## src/rtl/vga_pattern_anim.sv

```systemverilog
// vga_pattern_anim
//
// Animated test-pattern generator. It sits between the vga timing generator
// and the board pins. It draws eight scrolling colour bars, each 64 px wide and
// repeating every 512 px, with a white one-pixel border. Every output, including
// the syncs, is delayed by exactly 2 cycles so that colour and sync stay aligned.
//
// Optional feature: define VGA_PATTERN_ANIM_BOX_EN to add a bouncing 16x16
// yellow box, used for motion and tearing checks.
//
// Parameters:
//   H_VISIBLE  visible columns
//   V_VISIBLE  visible rows
//   SPEED      scroll pixels added to the offset per frame (0..63)
//
// Ports:
//   clk_i      pixel clock (same clock as the vga generator)
//   reset_i    synchronous, active-high reset
//   pause_i    freezes the scroll offset and the box motion
//   visible_i  pixel is in the active area
//   hsync_i    horizontal sync, active-low
//   vsync_i    vertical sync, active-low
//   column_i   current column
//   row_i      current row
//   red_o      pixel red, 4 bits
//   green_o    pixel green, 4 bits
//   blue_o     pixel blue, 4 bits
//   hsync_o    hsync_i delayed by 2 cycles
//   vsync_o    vsync_i delayed by 2 cycles
//   visible_o  visible_i delayed by 2 cycles
//   frame_o    frame counter; advances on each vsync falling edge

module vga_pattern_anim #(
    parameter int unsigned H_VISIBLE = 640,
    parameter int unsigned V_VISIBLE = 480,
    parameter int unsigned SPEED     = 1
) (
    input  logic       clk_i,
    input  logic       reset_i,
    input  logic       pause_i,
    input  logic       visible_i,
    input  logic       hsync_i,
    input  logic       vsync_i,
    input  logic [9:0] column_i,
    input  logic [9:0] row_i,
    output logic [3:0] red_o,
    output logic [3:0] green_o,
    output logic [3:0] blue_o,
    output logic       hsync_o,
    output logic       vsync_o,
    output logic       visible_o,
    output logic [7:0] frame_o
);

    localparam logic [9:0] ColLast = 10'(H_VISIBLE - 1);
    localparam logic [9:0] RowLast = 10'(V_VISIBLE - 1);
    localparam logic [9:0] Step    = 10'(SPEED);

    // Frame tick: falling edge of vsync. Ticks only occur in vertical blanking,
    // so offset and box updates never split a visible frame.
    logic       vs_prev_q;
    logic       tick;
    logic [9:0] offset_q;

    assign tick = vs_prev_q & ~vsync_i;

    always_ff @(posedge clk_i) begin
        if (reset_i) begin
            vs_prev_q <= 1'b1;
            frame_o   <= 8'd0;
            offset_q  <= 10'd0;
        end else begin
            vs_prev_q <= vsync_i;
            if (tick) begin
                frame_o <= frame_o + 8'd1;
                if (!pause_i) begin
                    offset_q <= offset_q + Step;
                end
            end
        end
    end

    // Bouncing box
    logic box_hit_d;

`ifdef VGA_PATTERN_ANIM_BOX_EN
    localparam logic [9:0] BoxXMax = 10'(H_VISIBLE - 16);
    localparam logic [9:0] BoxYMax = 10'(V_VISIBLE - 16);

    logic [9:0] box_x_q;
    logic [9:0] box_y_q;
    logic       dir_x_q;  // 1: moving +
    logic       dir_y_q;
    logic [9:0] box_dx;
    logic [9:0] box_dy;

    // Modular subtraction: a pixel left of or above the box wraps to a large
    // value, so one unsigned compare per axis covers both sides.
    assign box_dx    = column_i - box_x_q;
    assign box_dy    = row_i - box_y_q;
    assign box_hit_d = (box_dx < 10'd16) && (box_dy < 10'd16);

    always_ff @(posedge clk_i) begin
        if (reset_i) begin
            box_x_q <= 10'd0;
            box_y_q <= 10'd0;
            dir_x_q <= 1'b1;
            dir_y_q <= 1'b1;
        end else if (tick && !pause_i) begin
            if (dir_x_q) begin
                if (box_x_q == BoxXMax) begin
                    dir_x_q <= 1'b0;
                    box_x_q <= box_x_q - 10'd1;
                end else begin
                    box_x_q <= box_x_q + 10'd1;
                end
            end else begin
                if (box_x_q == 10'd0) begin
                    dir_x_q <= 1'b1;
                    box_x_q <= box_x_q + 10'd1;
                end else begin
                    box_x_q <= box_x_q - 10'd1;
                end
            end

            if (dir_y_q) begin
                if (box_y_q == BoxYMax) begin
                    dir_y_q <= 1'b0;
                    box_y_q <= box_y_q - 10'd1;
                end else begin
                    box_y_q <= box_y_q + 10'd1;
                end
            end else begin
                if (box_y_q == 10'd0) begin
                    dir_y_q <= 1'b1;
                    box_y_q <= box_y_q + 10'd1;
                end else begin
                    box_y_q <= box_y_q - 10'd1;
                end
            end
        end
    end
`else
    assign box_hit_d = 1'b0;
`endif

    // Pipeline stage 1
    logic [2:0] bar_d;
    logic       border_d;

    // The bar index is bits [8:6] of (column + offset) mod 1024.
    assign bar_d    = 3'((column_i + offset_q) >> 6);
    assign border_d = (column_i == 10'd0) || (column_i == ColLast) ||
                      (row_i == 10'd0) || (row_i == RowLast);

    logic [2:0] bar_q;
    logic       border_q;
    logic       box_hit_q;
    logic       vis1_q;
    logic       hs1_q;
    logic       vs1_q;

    always_ff @(posedge clk_i) begin
        if (reset_i) begin
            bar_q     <= 3'd0;
            border_q  <= 1'b0;
            box_hit_q <= 1'b0;
            vis1_q    <= 1'b0;
            hs1_q     <= 1'b1;
            vs1_q     <= 1'b1;
        end else begin
            bar_q     <= bar_d;
            border_q  <= border_d;
            box_hit_q <= box_hit_d;
            vis1_q    <= visible_i;
            hs1_q     <= hsync_i;
            vs1_q     <= vsync_i;
        end
    end

    // Pipeline stage 2: registered outputs
    always_ff @(posedge clk_i) begin
        if (reset_i) begin
            red_o     <= 4'h0;
            green_o   <= 4'h0;
            blue_o    <= 4'h0;
            hsync_o   <= 1'b1;
            vsync_o   <= 1'b1;
            visible_o <= 1'b0;
        end else begin
            hsync_o   <= hs1_q;
            vsync_o   <= vs1_q;
            visible_o <= vis1_q;
            if (!vis1_q) begin
                red_o   <= 4'h0;
                green_o <= 4'h0;
                blue_o  <= 4'h0;
            end else if (border_q) begin
                red_o   <= 4'hF;
                green_o <= 4'hF;
                blue_o  <= 4'hF;
            end else if (box_hit_q) begin
                red_o   <= 4'hF;
                green_o <= 4'hF;
                blue_o  <= 4'h0;
            end else begin
                red_o   <= {4{bar_q[0]}};
                green_o <= {4{bar_q[1]}};
                blue_o  <= {4{bar_q[2]}};
            end
        end
    end

endmodule

```

## config.mk

```make
export PLATFORM = sky130hd
export DESIGN_NAME = vga_pattern_anim
export DESIGN_NICKNAME = d
export VERILOG_FILES = /design/src/rtl/vga_pattern_anim.sv
export SDC_FILE = /design/constraint.sdc
export NUM_CORES = 1
export LEC_CHECK = 0
export ABC_AREA = 1
export BUFFER_PORTS_ARGS = -buffer_cell sky130_fd_sc_hd__clkbuf_2
export CORE_MARGIN = 5
export CORE_UTILIZATION = 30
export DETAILED_ROUTE_END_ITERATION = 8
export PLACE_DENSITY = 0.57
export SYNTH_ARGS = -nofsm -noshare
export SYNTH_HDL_FRONTEND = slang
export SYNTH_SLANG_ARGS = --single-unit
```

## constraint.sdc

```tcl
create_clock -name clk_i -period 1.75 [get_ports clk_i]
set_clock_uncertainty 0.05 [all_clocks]
set_input_delay 0.175 -clock clk_i [delete_from_list [all_inputs] [get_ports clk_i]]
set_output_delay 0.175 -clock clk_i [all_outputs]
set_load 0.02 [all_outputs]
```

==> impl_metrics.py <==
metrics = {
    "run_status": {
        "status": "completed",
    },
    "logic_synthesis": {
        "yosys.area_share.simple_pct": 38.45,
        "yosysUniqueCellTypes": 24,
        "synth-adder-area-share_pct": 6.772,
        "async_reset_ff_share_pct": 0,
        "synth_flop_cell": "dfxtp_1",
        "synth_compound_area_share_pct": 6.847,
        "synth_edf_count": 0,
        "synth_top_family_by_area": "simple AND/OR/NAND/NOR gates",
        "ys_warn_count": 0,
        "netlist_area_mm2": 0.001663,
        "synth_area_leaders": "dfxtp_1 (36%), nand2_1 (13%), nor2_1 (9.7%)",
        "yosysSeqAreaShare_pct": 36.12,
        "syn_nets": 277,
        "yosysTopAreaCell": "dfxtp_1",
        "synth_seq_cells": 30,
        "yosysTopAreaCellShare_pct": 36.12,
        "avgSynthCellArea_um2": 6.871,
        "synthXorXnorAreaFrac_pct": 0.5267,
        "synthCells": 242,
        "yosysMostFrequentCell": "nand2_1",
        "yosys-top-cells-count": "nand2_1 (59), nor2_1 (43), dfxtp_1 (30), inv_1 (29), a21oi_1 (14)",
        "muxShareOfSynthArea_pct": 0,
    },
    "floorplanning": {
        "die_w_um": 84.45,
        "io_pins": 49,
        "core_mm2": 0.005439,
        "rows": 27,
        "dieArea_mm2": 0.007132,
        "start_util_pct": 30.57,
        "die_h_um": 84.45,
    },
    "timing": {
        "final-hold-violation-count": 0,
        "max_freq_mhz": 697.9,
        "tightest_slew_ns": 0.2957,
        "max_slew_margin_pct": 80.08,
        "grt_setup_unrepaired": "no",
        "fin_crit_ns": 1.433,
        "tns_ns": 0,
        "finalWorstSetupSlack_ns": 0.3171,
        "min_period_over_period_pct": 81.88,
        "worst_hold_slack_ns": 0.03845,
        "setup_viol": 0,
        "final-max-slew-violation-count": 0,
    },
    "final_layout": {
        "stdcell_area_mm2": 0.002009,
        "utilization_pct": 36.95,
        "final_nets": 323,
        "layout-drive-gt1-share_pct": 23.26,
        "nFillCells": 600,
        "fin_cells": 360,
        "antenna_cells": 0,
        "syn2layout_area_growth_pct": 20.84,
        "seq_area_um2": 600.6,
        "multiInputGateArea_um2": 874.6,
    },
    "power": {
        "comb_power_share_pct": 11.5,
        "p_int_mw": 1.039,
        "vdd.ir_drop.worst_mv": 0.2100,
        "power_density_mw_per_mm2": 691.2,
        "p_leak_nw": 1.024,
        "p_clk_share_pct": 37.0,
        "p_sw_mw": 0.3504,
        "switching_share_pct": 25.23,
        "p_total_mw": 1.389,
        "seqPwrFrac_pct": 51.5,
    },
    "hold_path": {
        "min_to": "hs1_q",
        "holdPathStages": 2,
        "hold_path.class": "in -> reg",
        "min-delay-start": "hsync_i",
    },
    "critical_path": {
        "arrival_ns": 1.56,
        "criticalPathCategory": "reg -> reg",
        "reg2reg_depth": 7,
        "cp_max_fo": 6,
        "regToRegStartpoint": "offset_q[3]",
        "crit_path_end_kind": "register",
        "crit_required_ns": 1.87,
        "setup.worst_path.start_class": "register",
        "r2r_end": "bar_q[0]",
        "reg2reg_slack_ns": 0.32,
    },
    "route": {
        "first_iter_violations": 52,
        "drc": 0,
        "vias": 1566,
        "wl_um": 3600,
        "drtPass1Iterations": 4,
        "ant_nets": 0,
        "vias_per_cell": 4.350,
        "post_drt_wl_per_cell_um": 10.00,
    },
    "global_routing": {
        "antenna_found_initial": 0,
        "grt.overflow.total": 0,
        "grt_pass1_wl_um": 6285,
        "grt_usage_pct": 10.79,
        "grt_pass1_vias": 1513,
        "grt_start_max_net_pins": 14,
    },
    "cts": {
        "cts_resized": 0,
        "clkLatencyLatePin_ns": 0.28,
        "clk_path_buf_depth": 2,
        "clock_sinks": 30,
        "path_clk_slew_ns": 0.06,
        "cts_tree": "built",
        "post_cts_buffers": 0,
        "cts_inserted_buffers": 5,
        "clock-root-buffer": "clkbuf_8",
        "htreeDepth": 2,
        "holdBufCountCts": 0,
    },
    "placed_design": {
        "place_congestion": 0.7903,
        "placed_area_mm2": 0.001933,
        "portBuffers": 48,
        "dpl_worst_slack_ns": 0.3479,
        "place_hpwl_um": 2860,
        "place_inst": 353,
    },
    "flow_run": {
        "drv_cap": 0,
    },
}
## area by class of cell
| class | count | area share [%] |
|---|---|---|
| clock buffers | 7 | 3.798 |
| repair buffers | 50 | 12.70 |
| flip-flops and latches | 30 | 29.89 |
| inverters | 30 | 5.604 |
| multi-input cells | 171 | 43.52 |
| well taps | 72 | 4.483 |
## power groups by stage
| stage | combinational, mW | sequential (mW) | clock, mW |
|---|---|---|---|
| detailed placement | 0.162 | 0.731 | 0 |
| CTS | 0.163 | 0.715 | 0.535 |
| global placement | 0.160 | 0.731 | 0 |
| finish | 0.160 | 0.715 | 0.514 |
| global route | 0.184 | 0.718 | 0.564 |
| floorplan | 0.0878 | 0.738 | 0 |
## registers in the layout (all words and copies together) (netlist names)
register,cells
bar_q,3
blue_o,1
border_q,1
frame_o,8
green_o,1
hs1_q,1
hsync_o,1
offset_q,9
red_o,1
vis1_q,1
visible_o,1
vs1_q,1
vsync_o,1
## layer usage
layer | GRT usage, % | share of wire [%]
met1 | 11.03 | 42
met2 | 19.44 | 47
met3 | 5.103 | 9.4
met4 | 3.453 | 1.0
met5 | 0 | 0
## worst max-delay path by stage
| stage | start | endpoint | slack (ns) | depth (start not counted) |
|---|---|---|---|---|
| 2_1_floorplan | offset_q[3] | bar_q[0] | 0.45 | 7 |
| 3_3_place_gp | offset_q[5] | bar_q[1] | 0.37 | 9 |
| 3_5_place_dp | offset_q[5] | bar_q[1] | 0.35 | 6 |
| 4_1_cts | offset_q[5] | bar_q[1] | 0.32 | 6 |
| 5_1_grt | offset_q[5] | bar_q[1] | 0.17 | 9 |
| 6_report | offset_q[3] | bar_q[0] | 0.32 | 7 |
## worst max-delay path, cell delays in order, from the launching register on
cell and delay, ns:
dfxtp_1 0.41, ha_1 0.29, a21oi_1 0.21, nor2_1 0.06, nor2_1 0.13, nand3_1 0.09
nand2_1 0.06, nor2_1 0.03
## layout by cell type, fill, tap and decap left out
cell type  netlist  routed
nand3_1         10      10
nor3_1           5       5
inv_1           29      29
nor3_4           2       2
nor2_4           2       2
clkbuf_2         0      48
dfxtp_1         30      30
a31oi_1          1       1
nand2_4          2       2
nor2_1          43      43
xnor2_1          1       1
or2_2            2       2
buf_4            9       2
o21ai_0          6       6
a21oi_1         14      14
and3_1           1       1
nand2_2          1       1
nor3b_1          3       3
clkbuf_8         0       5
clkbuf_1         2       2
inv_2            1       1
ha_1             9       9
nand4_1          7       7
nor2_2           2       2
nand2_1         59      59
o21bai_1         1       1
## cell families after synthesis
group	count (synthesis)
xor+xnor	1
fa+ha+maj	9
compound gates	22
flops	30
simple gates	139
buf+inv	41
Note: power is estimated with default switching activity, not from simulation.
